--- src/rtl/mips_multicycle_ctrl_pkg.sv ---
// ============================================================================
//  Module      : mips_multicycle_ctrl_pkg
//  Description : Shared definitions for the multi-cycle MIPS controller.
//                Contents: opcode and funct codes, state encodings, ALU
//                operand-B and PC-source select encodings, the packed
//                control-output bundle, and an R-type funct legality helper.
//  Revision    : 1.0 - initial release
// ============================================================================
`default_nettype none

package mips_multicycle_ctrl_pkg;

    // Instruction opcodes (IR[31:26])
    localparam logic [5:0] OP_RTYPE = 6'h00;
    localparam logic [5:0] OP_J     = 6'h02;
    localparam logic [5:0] OP_BEQ   = 6'h04;
    localparam logic [5:0] OP_ADDI  = 6'h08;
    localparam logic [5:0] OP_LW    = 6'h23;
    localparam logic [5:0] OP_SW    = 6'h2B;

    // R-type funct codes (IR[5:0])
    localparam logic [5:0] FN_ADD   = 6'h20;
    localparam logic [5:0] FN_SUB   = 6'h22;
    localparam logic [5:0] FN_AND   = 6'h24;
    localparam logic [5:0] FN_OR    = 6'h25;
    localparam logic [5:0] FN_SLT   = 6'h2A;

    // Controller state encoding
    localparam int STATE_W = 4;
    typedef logic [STATE_W-1:0] state_t;

    localparam state_t S_IDLE    = 4'd0;
    localparam state_t S_FETCH   = 4'd1;
    localparam state_t S_DECODE  = 4'd2;
    localparam state_t S_MEMADR  = 4'd3;
    localparam state_t S_MEMRD   = 4'd4;
    localparam state_t S_MEMWB   = 4'd5;
    localparam state_t S_MEMWR   = 4'd6;
    localparam state_t S_EXEC_R  = 4'd7;
    localparam state_t S_ALUWB   = 4'd8;
    localparam state_t S_ADDI_EX = 4'd9;
    localparam state_t S_ADDI_WB = 4'd10;
    localparam state_t S_BRANCH  = 4'd11;
    localparam state_t S_JUMP    = 4'd12;
    localparam state_t S_ILLEGAL = 4'd13;

    // ALU operand-B select
    localparam logic [1:0] SRCB_REGB  = 2'b00;
    localparam logic [1:0] SRCB_FOUR  = 2'b01;
    localparam logic [1:0] SRCB_IMM   = 2'b10;
    localparam logic [1:0] SRCB_IMMSH = 2'b11;

    // PC source select
    localparam logic [1:0] PCSRC_ALU    = 2'b00;
    localparam logic [1:0] PCSRC_ALUOUT = 2'b01;
    localparam logic [1:0] PCSRC_JUMP   = 2'b10;

    // Complete set of control outputs produced per cycle
    typedef struct packed {
        logic       mem_req;
        logic       mem_write;
        logic       iord;
        logic       ir_write;
        logic       pc_write;
        logic [1:0] pc_src;
        logic       alu_src_a;
        logic [1:0] alu_src_b;
        logic [5:0] alu_opcode;
        logic [5:0] alu_funct;
        logic       reg_write;
        logic       reg_dst;
        logic       mem_to_reg;
        logic       illegal_op;
    } ctrl_t;

    // True for the R-type functions this core executes
    function automatic logic is_rtype_funct(input logic [5:0] fn);
        return (fn == FN_ADD) || (fn == FN_SUB) || (fn == FN_AND) ||
               (fn == FN_OR)  || (fn == FN_SLT);
    endfunction

endpackage

`default_nettype wire

--- src/rtl/mips_multicycle_ctrl_if.sv ---
// ============================================================================
//  Module      : mips_multicycle_ctrl_if
//  Description : Controller <-> datapath/memory bundle.
//                master : controller (takes opcode/funct/zero_flag/mem_ready,
//                         drives every control strobe and the retire count)
//                slave  : datapath side (mirror image)
//  Parameters  : CNT_W - width of instr_retired
//  Revision    : 1.0 - initial release
// ============================================================================
`default_nettype none

interface mips_multicycle_ctrl_if #(
    parameter int CNT_W = 32
);
    logic [5:0]       opcode;
    logic [5:0]       funct;
    logic             zero_flag;
    logic             mem_ready;
    logic             mem_req;
    logic             mem_write;
    logic             iord;
    logic             ir_write;
    logic             pc_write;
    logic [1:0]       pc_src;
    logic             alu_src_a;
    logic [1:0]       alu_src_b;
    logic [5:0]       alu_opcode;
    logic [5:0]       alu_funct;
    logic             reg_write;
    logic             reg_dst;
    logic             mem_to_reg;
    logic             illegal_op;
    logic [CNT_W-1:0] instr_retired;

    modport master (
        input  opcode, funct, zero_flag, mem_ready,
        output mem_req, mem_write, iord, ir_write, pc_write, pc_src,
               alu_src_a, alu_src_b, alu_opcode, alu_funct,
               reg_write, reg_dst, mem_to_reg, illegal_op, instr_retired
    );

    modport slave (
        output opcode, funct, zero_flag, mem_ready,
        input  mem_req, mem_write, iord, ir_write, pc_write, pc_src,
               alu_src_a, alu_src_b, alu_opcode, alu_funct,
               reg_write, reg_dst, mem_to_reg, illegal_op, instr_retired
    );
endinterface

`default_nettype wire

--- src/rtl/mips_multicycle_ctrl_outdec.sv ---
// ============================================================================
//  Module      : mips_multicycle_ctrl_outdec
//  Description : Combinational output decoder: current state (+ IR fields,
//                zero_flag, mem_ready) -> control bundle.
//                Ports: state_i, opcode_i, funct_i, zero_flag_i, mem_ready_i
//                       in; ctrl_o (ctrl_t) out.
//  Config      : `MIPS_CTRL_JUMP_EN enables the JUMP state outputs.
//  Revision    : 1.0 - initial release
// ============================================================================
`default_nettype none

module mips_multicycle_ctrl_outdec
    import mips_multicycle_ctrl_pkg::*;
(
    input  state_t     state_i,
    input  logic [5:0] opcode_i,
    input  logic [5:0] funct_i,
    input  logic       zero_flag_i,
    input  logic       mem_ready_i,
    output ctrl_t      ctrl_o
);

    always_comb begin
        ctrl_o           = '0;
        ctrl_o.alu_funct = FN_ADD;     // ALU idles on "add" outside IDLE
        case (state_i)
            S_IDLE: begin
                ctrl_o = '0;
            end
            S_FETCH: begin
                // PC+4 computed while the instruction word is fetched
                ctrl_o.mem_req   = 1'b1;
                ctrl_o.alu_src_b = SRCB_FOUR;
                ctrl_o.ir_write  = mem_ready_i;
                ctrl_o.pc_write  = mem_ready_i;
            end
            S_DECODE: begin
                // Speculative branch target lands in ALUOut
                ctrl_o.alu_src_b = SRCB_IMMSH;
            end
            S_MEMADR: begin
                ctrl_o.alu_src_a  = 1'b1;
                ctrl_o.alu_src_b  = SRCB_IMM;
                ctrl_o.alu_opcode = opcode_i;
            end
            S_MEMRD: begin
                ctrl_o.mem_req = 1'b1;
                ctrl_o.iord    = 1'b1;
            end
            S_MEMWB: begin
                ctrl_o.reg_write  = 1'b1;
                ctrl_o.mem_to_reg = 1'b1;
            end
            S_MEMWR: begin
                ctrl_o.mem_req   = 1'b1;
                ctrl_o.mem_write = 1'b1;
                ctrl_o.iord      = 1'b1;
            end
            S_EXEC_R: begin
                ctrl_o.alu_src_a = 1'b1;
                ctrl_o.alu_src_b = SRCB_REGB;
                ctrl_o.alu_funct = funct_i;
            end
            S_ALUWB: begin
                ctrl_o.reg_write = 1'b1;
                ctrl_o.reg_dst   = 1'b1;
            end
            S_ADDI_EX: begin
                ctrl_o.alu_src_a  = 1'b1;
                ctrl_o.alu_src_b  = SRCB_IMM;
                ctrl_o.alu_opcode = OP_ADDI;
            end
            S_ADDI_WB: begin
                ctrl_o.reg_write = 1'b1;
            end
            S_BRANCH: begin
                ctrl_o.alu_src_a  = 1'b1;
                ctrl_o.alu_src_b  = SRCB_REGB;
                ctrl_o.alu_opcode = OP_BEQ;
                ctrl_o.pc_src     = PCSRC_ALUOUT;
                ctrl_o.pc_write   = zero_flag_i;
            end
`ifdef MIPS_CTRL_JUMP_EN
            S_JUMP: begin
                ctrl_o.pc_src   = PCSRC_JUMP;
                ctrl_o.pc_write = 1'b1;
            end
`else
            S_JUMP: begin
                // Unreachable without jump support; keep pc_src off 2'b10
                ctrl_o.pc_src = PCSRC_ALU;
            end
`endif
            S_ILLEGAL: begin
                ctrl_o.illegal_op = 1'b1;
            end
            default: begin
                ctrl_o = '0;
            end
        endcase
    end

endmodule

`default_nettype wire

--- src/rtl/mips_multicycle_ctrl.sv ---
// ============================================================================
//  Module      : mips_multicycle_ctrl
//  Description : Multi-cycle MIPS control FSM. Holds the state register,
//                next-state logic and the retired-instruction counter;
//                control outputs come from mips_multicycle_ctrl_outdec.
//                Ports: clk, rst_n (sync, active-low),
//                       bus (mips_multicycle_ctrl_if.master).
//  Parameters  : CNT_W - retired-instruction counter width (wraps)
//  Config      : `MIPS_CTRL_JUMP_EN - decode opcode 0x02 as a jump;
//                undefined -> 0x02 is illegal.
//  Revision    : 1.0 - initial release
// ============================================================================
`default_nettype none

module mips_multicycle_ctrl
    import mips_multicycle_ctrl_pkg::*;
#(
    parameter int CNT_W = 32
) (
    input  logic                   clk,
    input  logic                   rst_n,
    mips_multicycle_ctrl_if.master bus
);

    state_t           state_q;
    state_t           state_d;
    logic [CNT_W-1:0] retired_q;
    logic             w_retire;
    ctrl_t            w_ctrl;

    // ---------------- state register ----------------
    always_ff @(posedge clk) begin
        if (!rst_n) begin
            state_q <= S_IDLE;
        end else begin
            state_q <= state_d;
        end
    end

    // ---------------- next-state logic ----------------
    always_comb begin
        state_d = state_q;
        case (state_q)
            S_IDLE:    state_d = S_FETCH;
            S_FETCH:   if (bus.mem_ready) state_d = S_DECODE;
            S_DECODE: begin
                case (bus.opcode)
                    OP_RTYPE: state_d = is_rtype_funct(bus.funct) ? S_EXEC_R : S_ILLEGAL;
                    OP_LW,
                    OP_SW:    state_d = S_MEMADR;
                    OP_ADDI:  state_d = S_ADDI_EX;
                    OP_BEQ:   state_d = S_BRANCH;
`ifdef MIPS_CTRL_JUMP_EN
                    OP_J:     state_d = S_JUMP;
`else
                    OP_J:     state_d = S_ILLEGAL;
`endif
                    default:  state_d = S_ILLEGAL;
                endcase
            end
            // Only lw/sw reach MEMADR, so the store test alone picks the path
            S_MEMADR:  state_d = (bus.opcode == OP_SW) ? S_MEMWR : S_MEMRD;
            S_MEMRD:   if (bus.mem_ready) state_d = S_MEMWB;
            S_MEMWB:   state_d = S_FETCH;
            S_MEMWR:   if (bus.mem_ready) state_d = S_FETCH;
            S_EXEC_R:  state_d = S_ALUWB;
            S_ALUWB:   state_d = S_FETCH;
            S_ADDI_EX: state_d = S_ADDI_WB;
            S_ADDI_WB: state_d = S_FETCH;
            S_BRANCH:  state_d = S_FETCH;
            S_JUMP:    state_d = S_FETCH;
            S_ILLEGAL: state_d = S_FETCH;
            default:   state_d = S_IDLE;
        endcase
    end

    // ---------------- output decode ----------------
    mips_multicycle_ctrl_outdec u_outdec (
        .state_i     (state_q),
        .opcode_i    (bus.opcode),
        .funct_i     (bus.funct),
        .zero_flag_i (bus.zero_flag),
        .mem_ready_i (bus.mem_ready),
        .ctrl_o      (w_ctrl)
    );

    // ---------------- retire counter ----------------
    // An instruction retires on the edge that leaves its final state.
    always_comb begin
        w_retire = 1'b0;
        case (state_q)
            S_MEMWB, S_ALUWB, S_ADDI_WB, S_BRANCH: w_retire = 1'b1;
            S_MEMWR:                               w_retire = bus.mem_ready;
`ifdef MIPS_CTRL_JUMP_EN
            S_JUMP:                                w_retire = 1'b1;
`else
            S_JUMP:                                w_retire = 1'b0;
`endif
            default:                               w_retire = 1'b0;
        endcase
    end

    always_ff @(posedge clk) begin
        if (!rst_n) begin
            retired_q <= '0;
        end else if (w_retire) begin
            retired_q <= retired_q + CNT_W'(1);
        end
    end

    // ---------------- output mapping ----------------
    assign bus.mem_req       = w_ctrl.mem_req;
    assign bus.mem_write     = w_ctrl.mem_write;
    assign bus.iord          = w_ctrl.iord;
    assign bus.ir_write      = w_ctrl.ir_write;
    assign bus.pc_write      = w_ctrl.pc_write;
    assign bus.pc_src        = w_ctrl.pc_src;
    assign bus.alu_src_a     = w_ctrl.alu_src_a;
    assign bus.alu_src_b     = w_ctrl.alu_src_b;
    assign bus.alu_opcode    = w_ctrl.alu_opcode;
    assign bus.alu_funct     = w_ctrl.alu_funct;
    assign bus.reg_write     = w_ctrl.reg_write;
    assign bus.reg_dst       = w_ctrl.reg_dst;
    assign bus.mem_to_reg    = w_ctrl.mem_to_reg;
    assign bus.illegal_op    = w_ctrl.illegal_op;
    assign bus.instr_retired = retired_q;

endmodule

`default_nettype wire
--- src/flat_wrapper.sv ---
// flat-port wrapper written by rule: the top's interface ports become plain ports
module mips_multicycle_ctrl_flat import mips_multicycle_ctrl_pkg::*;
#(
    parameter int CNT_W = 32
)
  (clk, rst_n, bus_opcode, bus_funct, bus_zero_flag, bus_mem_ready, bus_mem_req, bus_mem_write, bus_iord, bus_ir_write, bus_pc_write, bus_pc_src, bus_alu_src_a, bus_alu_src_b, bus_alu_opcode, bus_alu_funct, bus_reg_write, bus_reg_dst, bus_mem_to_reg, bus_illegal_op, bus_instr_retired);
  mips_multicycle_ctrl_if #(.CNT_W(CNT_W)) bus_i ();
  input  logic clk;
  input  logic rst_n;
  input wire logic [$bits(bus_i.opcode)-1:0] bus_opcode;
  input wire logic [$bits(bus_i.funct)-1:0] bus_funct;
  input wire logic [$bits(bus_i.zero_flag)-1:0] bus_zero_flag;
  input wire logic [$bits(bus_i.mem_ready)-1:0] bus_mem_ready;
  output wire logic [$bits(bus_i.mem_req)-1:0] bus_mem_req;
  output wire logic [$bits(bus_i.mem_write)-1:0] bus_mem_write;
  output wire logic [$bits(bus_i.iord)-1:0] bus_iord;
  output wire logic [$bits(bus_i.ir_write)-1:0] bus_ir_write;
  output wire logic [$bits(bus_i.pc_write)-1:0] bus_pc_write;
  output wire logic [$bits(bus_i.pc_src)-1:0] bus_pc_src;
  output wire logic [$bits(bus_i.alu_src_a)-1:0] bus_alu_src_a;
  output wire logic [$bits(bus_i.alu_src_b)-1:0] bus_alu_src_b;
  output wire logic [$bits(bus_i.alu_opcode)-1:0] bus_alu_opcode;
  output wire logic [$bits(bus_i.alu_funct)-1:0] bus_alu_funct;
  output wire logic [$bits(bus_i.reg_write)-1:0] bus_reg_write;
  output wire logic [$bits(bus_i.reg_dst)-1:0] bus_reg_dst;
  output wire logic [$bits(bus_i.mem_to_reg)-1:0] bus_mem_to_reg;
  output wire logic [$bits(bus_i.illegal_op)-1:0] bus_illegal_op;
  output wire logic [$bits(bus_i.instr_retired)-1:0] bus_instr_retired;
  assign bus_i.opcode = bus_opcode;
  assign bus_i.funct = bus_funct;
  assign bus_i.zero_flag = bus_zero_flag;
  assign bus_i.mem_ready = bus_mem_ready;
  assign bus_mem_req = bus_i.mem_req;
  assign bus_mem_write = bus_i.mem_write;
  assign bus_iord = bus_i.iord;
  assign bus_ir_write = bus_i.ir_write;
  assign bus_pc_write = bus_i.pc_write;
  assign bus_pc_src = bus_i.pc_src;
  assign bus_alu_src_a = bus_i.alu_src_a;
  assign bus_alu_src_b = bus_i.alu_src_b;
  assign bus_alu_opcode = bus_i.alu_opcode;
  assign bus_alu_funct = bus_i.alu_funct;
  assign bus_reg_write = bus_i.reg_write;
  assign bus_reg_dst = bus_i.reg_dst;
  assign bus_mem_to_reg = bus_i.mem_to_reg;
  assign bus_illegal_op = bus_i.illegal_op;
  assign bus_instr_retired = bus_i.instr_retired;
  mips_multicycle_ctrl #(.CNT_W(CNT_W)) u_core (.clk(clk), .rst_n(rst_n), .bus(bus_i));
endmodule
--- config.mk ---
export PLATFORM = sky130hd
export DESIGN_NAME = mips_multicycle_ctrl_flat
export DESIGN_NICKNAME = d
export VERILOG_FILES = /design/src/rtl/mips_multicycle_ctrl_pkg.sv /design/src/rtl/mips_multicycle_ctrl_if.sv /design/src/rtl/mips_multicycle_ctrl_outdec.sv /design/src/rtl/mips_multicycle_ctrl.sv /design/src/flat_wrapper.sv
export SDC_FILE = /design/constraint.sdc
export NUM_CORES = 1
export LEC_CHECK = 0
export CAP_MARGIN = 10
export CORE_MARGIN = 2
export CORE_UTILIZATION = 35
export CTS_CLUSTER_SIZE = 12
export DETAILED_ROUTE_END_ITERATION = 12
export GPL_TIMING_DRIVEN = 0
export HOLD_SLACK_MARGIN = 0.06
export PLACE_DENSITY = 0.73
export SKIP_CTS_REPAIR_TIMING = 1
export SYNTH_ARGS = -nofsm -noshare
export SYNTH_HDL_FRONTEND = slang
export SYNTH_SLANG_ARGS = --single-unit
--- constraint.sdc ---
create_clock -name clk -period 2.6 [get_ports clk]
set_input_delay 0.65 -clock clk [delete_from_list [all_inputs] [get_ports clk]]
set_output_delay 0.65 -clock clk [all_outputs]
set_load 0.1 [all_outputs]
Yosys cells after proc, flatten, opt, wreduce, memory -nomap -nowiden
Cells that the tools add are included.

Bits in registers: 36. Input bits: 16. Output and inout port bits: 58. Word-level logic and storage cells: 66.

$add $sub $neg: 1. Eq/ne operators: 25. Multiplexer cells: 22. Reductions and logical operators: 16.

Operator list (count): $eq A6 B6 Y1 const B (7); $add A32 B1 Y32 const B (1); $pmux W4 S8 (1); $eq A4 B4 Y1 const B (6); $pmux W6 S3 (1); $eq A4 B3 Y1 const B (4); $mux W4 (4); $pmux W4 S4 (1); $pmux W6 S2 (1); $reduce_or A12 Y1 (1); $mux W1 (10); $eq A4 B2 Y1 const B (2); $reduce_or A4 Y1 (2); $reduce_or A7 Y1 (1); $eq A6 B3 Y1 const B (1); $eq A6 B4 Y1 const B (1); $logic_not A6 Y1 (1); $ne A2 B2 Y1 const B (3); $pmux W2 S3 (1); $reduce_or A2 Y1 (3); $reduce_or A3 Y1 (2); $eq A4 B1 Y1 const B (1); $logic_not A4 Y1 (1); $logic_or A1 B1 Y1 (4); other kinds (3) (4).

Longest topological paths before layout
Depth in word-level cells: 8. Depth in mapped cells: 9. Gate-level depth less buffers: 6.

By module
Synthesis repeated with hierarchy kept, for this count alone.

Cells, all modules: 282. Area, all modules: 2331.0 um^2.

By module, submodules not included: mips_multicycle_ctrl (times used 1, cells each 228, area an instance 1969.4 um^2, seq. area each 720.7 um^2); mips_multicycle_ctrl_outdec (times used 1, cells each 54, area an instance 361.6 um^2, seq. area each 0.0 um^2).

Worst setup path after synthesis
No wires, ideal clock.

Path kind: reg-to-output. Start: reg u_core.state_q[0]. End: out bus_pc_write. Data arrival time: 2.889 ns. Required time: 1.950 ns. Path slack: -0.939 ns. Stages on the path, launching flop included: 5. Buffers on the path: 1. Cell sequence: dfxtp_1 -> clkbuf_1 -> nand2_1 -> nor2_1 -> a21o_1.

Word-level cells in the longest chain between the ends: 2. Elaborated cells between the ends (all ways): 3. Classes of those cells: 2 x eq/ne; 1 x mux.

Ends and longest elaborated chain: start: declaration (line mips_multicycle_ctrl.sv:25) `state_t state_q;`; start signal: assignment (line mips_multicycle_ctrl.sv:36) `state_q <= state_d;`; $eq A4 B4 Y1 or $eq A4 B1 Y1 (tied branches) (line mips_multicycle_ctrl_outdec.sv:26) `case (state_i)`; $pmux W1 S2 * (line mips_multicycle_ctrl_outdec.sv:26); end: declaration (line flat_wrapper.sv:18) `output wire logic [$bits(bus_i.pc_write)-1:0] bus_pc_write;`.

Mark *: on every way between the ends. The rest lies on a longest branch, timed or not.

Final worst setup path
Start: reg u_core.retired_q[10], in the netlist u_core.bus.instr_retired[10]. End: out bus_instr_retired[10].

RTL lines: start: declaration (line mips_multicycle_ctrl.sv:27) `logic [CNT_W-1:0] retired_q;`; start signal: assignment (line mips_multicycle_ctrl.sv:107) `retired_q <= retired_q + CNT_W'(1);`; end: declaration (line flat_wrapper.sv:28) `output wire logic [$bits(bus_i.instr_retired)-1:0] bus_instr_retired;`.

No word-level cell between the ends.

==> results.md <==
* Worst-margin pin slew at 0.980 ns
* Final setup margin at about 0.050 ns
* Synth top area cells: dfxtp_1 (33%), a21oi_1 (5.7%), nor2_1 (5.7%), nand2_1 (4.3%), xnor2_1 (3.6%)
* Switching Fraction at 0.388
* Die Span X at a little over 80 um
* # rows at 28
* Largest area contributor in the netlist: dfxtp_1
* CP Launch Type: flip-flop
* Share of cells above drive strength 1 at 0.165
* P&R area growth vs syn at 41.4%
* Vias in the first global route at approximately 2200
* Worst path required time at a little under 2 ns
* GR Util met3 at 0.0239
* Mean area per synthesized cell at between 7 and 8 um2
* Clock Latency Late Sink at about 0.28 ns
* PwrDens at around 450 nW/um2
* Outcome: completed
* Clock power share at 0.261
* Total number of vias at about 2400
* CTS H-tree lvls at 2
* Busiest grt layer: met2
* Fmax at 392 MHz
* Final Cycle Share at 0.981
* Worst Skew at ~0.0023 ns
* Reg power frac at 0.405
* Tot GR Track Use at 0.182
* Max clock buf depth at 2
* Final WL at 6270 um
* CP cell instances: clkdlybuf4s50_1
* CP max stage cell: clkdlybuf4s50_1
* DR vias/cell at approximately 5.4
* R2R setup slack at 0.42 ns
* Synth Flop Type: dfxtp_1
* Slew margin rel. at 0.346
* R2R depth at 6
* Routed len/inst at roughly 14 um
* Met2 Use GR at 0.299
* WHS Path Cells at 2
* Leak at approximately 1.1 nW
* Setup crit start: u_core.bus.instr_retired[10]
* NumNets Final at roughly 380
* FF+latch area at ~720 um2
* CTS sink cnt at 36
* CTS tree: yes
* Minimum clock period at between 2 and 3 ns
* Initial DRC Count at about 180
* Synth Instances at approximately 280
* Largest net degree at the start of global routing at 11
* Final setup viols at 0
* Switching pwr at between 0.5 and 0.6 mW
* Core Footprint at roughly 6000 um2
* Post-synth EDFFs at 0
* First-pass GRT wire length at around 11000 um
* Worst EP arrival at around 1.9 ns
* Stages on worst setup path at 1
* PortBufs at between 70 and 80
* Reg-to-reg endpoint: u_core.bus.instr_retired[14]
* Final core utilization at 0.516
* DRC at 0
* Yosys cell types at 45
* Grt ovf at 0
* Worst hold path type: reg2reg
* Worst-path fanout max at 4
* Fin. Hold Viols at 0
* Setup TNS Final at 0 ns
* Cell-internal power at 0.857 mW
* Post-place setup slack at -0.796 ns
* Top cells by count, synth: dfxtp_1 (36), nor2_1 (33), a21oi_1 (25), nand2_1 (25), nand3_1 (13)
* Largest stage delay on the critical path at 1.18 ns
* Antenna Cells at 0
* Crit-path leading delay family: buffers and inverters
* Max_cap viols at 0
* Syn_nets at 300
* Syn. warnings at 0
* GP Congestion at 0.852
* CP bufs+invs at 1
* End of the critical path: bus_instr_retired[10]
* Die height at 83.0 um
* Antenna-violating nets left at 0
* Die area at 6890 um2
* Footprint of the multi-input gates at 1380 um2
* Detail Placement HPWL at 4720 um
* # IOs at between 70 and 80
* RSZ-0062 raised after global routing: yes
* R2R Path Start: u_core.bus.instr_retired[0]
* Post-synthesis sequential area ratio at 0.330
* DR pass1 iterations at 4
* Initial antenna violation count at 0
* Crit Path Class: reg2out
* Most common cell in the netlist: dfxtp_1
* CTS Buf Count at 5
* CTS clk-pin slew, worst paths at approximately 0.070 ns
* FF+latch count, synth at 36
* Synth top area share at 0.330
* Ys async rst share at 0
* Initial Utilization at 0.365
* Fillcell total at 580
* Comb pwr share at 0.334
* Clk root buf: clkbuf_8
* Max-slew violation count at 0
* Worst setup EP type: output pin
* Peak VDD IR at between 0.2 and 0.25 mV
* Synth Cell Area at approximately 2200 um2
* M1 GR Usage at 0.248
==> through the flow <==
stage | instances | hold slack, ns | total power, mW | cell area, um2
6_report | 439 | 0.497 | 1.40 | 3090
5_1_grt | 439 | 0.531 | 1.47 | 3090
4_1_cts | 437 | 0.502 | 1.43 | 3110
3_5_place_dp | 430 | 0.490 | 1.06 | 3030
3_3_place_gp | 430 | 0.484 | 1.05 | 3030
2_1_floorplan | 283 | 0.644 | 0.941 | 2220
==> power by group through the flow <==
stage               Sequential (mW)  Combinational, mW  Clock (mW)
floorplan                     0.591              0.350           0
global placement              0.579              0.475           0
detailed placement            0.579              0.478           0
CTS                           0.567              0.479       0.380
global route                  0.568              0.491       0.407
finish                        0.567              0.468       0.366
==> worst min path at each step <==
stage | startpoint | endpoint | slack, ns
after floorplan | u_core.state_q[2] | u_core.state_q[1] | 0.64
after global placement | u_core.bus.instr_retired[29] | u_core.bus.instr_retired[29] | 0.48
after detailed placement | u_core.bus.instr_retired[29] | u_core.bus.instr_retired[29] | 0.49
after CTS | u_core.bus.instr_retired[29] | u_core.bus.instr_retired[29] | 0.50
after global routing | u_core.bus.instr_retired[29] | u_core.bus.instr_retired[29] | 0.53
final | u_core.bus.instr_retired[29] | u_core.bus.instr_retired[29] | 0.50
==> kinds of logic after synthesis <==
| group | Yosys count | synth area share |
|---|---|---|
| simple gates | 129 | 0.305 |
| compound gates | 76 | 0.231 |
| flops | 36 | 0.330 |
| buf+inv | 24 | 0.0607 |
| xor+xnor | 14 | 0.0561 |
| mux | 2 | 0.0103 |
| fa+ha+maj | 1 | 0.00572 |
| other cells | 1 | 0.00172 |
==> sequential cells by signal, summed over array words and instances (netlist names) <==
| signal | count |
|---|---|
| u_core.state_q | 4 |
| u_core.bus.instr_retired | 32 |
==> cell type report <==
type | count | share of cell area
Buffer | 14 | 0.0312
Clock buffer | 6 | 0.0235
Timing Repair Buffer | 74 | 0.223
Tap cell | 75 | 0.0304
Sequential cell | 36 | 0.233
Inverter | 10 | 0.0121
Clock inverter | 1 | 0.00162
Multi-Input combinational cell | 223 | 0.445
==> worst min-delay path: cells and delay by family, from the launching register on <==
kind	cells	cell delay, ns
flops	1	0.33
compound gates	2	0.12
==> routing by layer <==
layer	vias to the layer above	wire length [um]
li1	1200	-
met1	1107	2860
met2	54	3050
met3	6	292
met4	0	72
met5	-	0
==> layout by cell type, fill, tap and decap left out, types with 6 or more instances in the layout <==
master,netlist,layout
inv_1,10,10
nand3_1,13,13
buf_6,5,6
dfxtp_1,36,36
nand2_1,25,25
clkbuf_1,7,7
dlymetal6s2s_1,0,9
nand4_1,8,8
clkdlybuf4s50_1,0,41
clkbuf_4,0,12
or3_1,11,11
o31ai_1,7,7
and2_1,9,9
or4_1,7,7
a21oi_1,25,21
xnor2_1,9,9
nor2_1,33,29
o21ai_0,12,12
No activity file was read; power rests on OpenSTA's default activity.
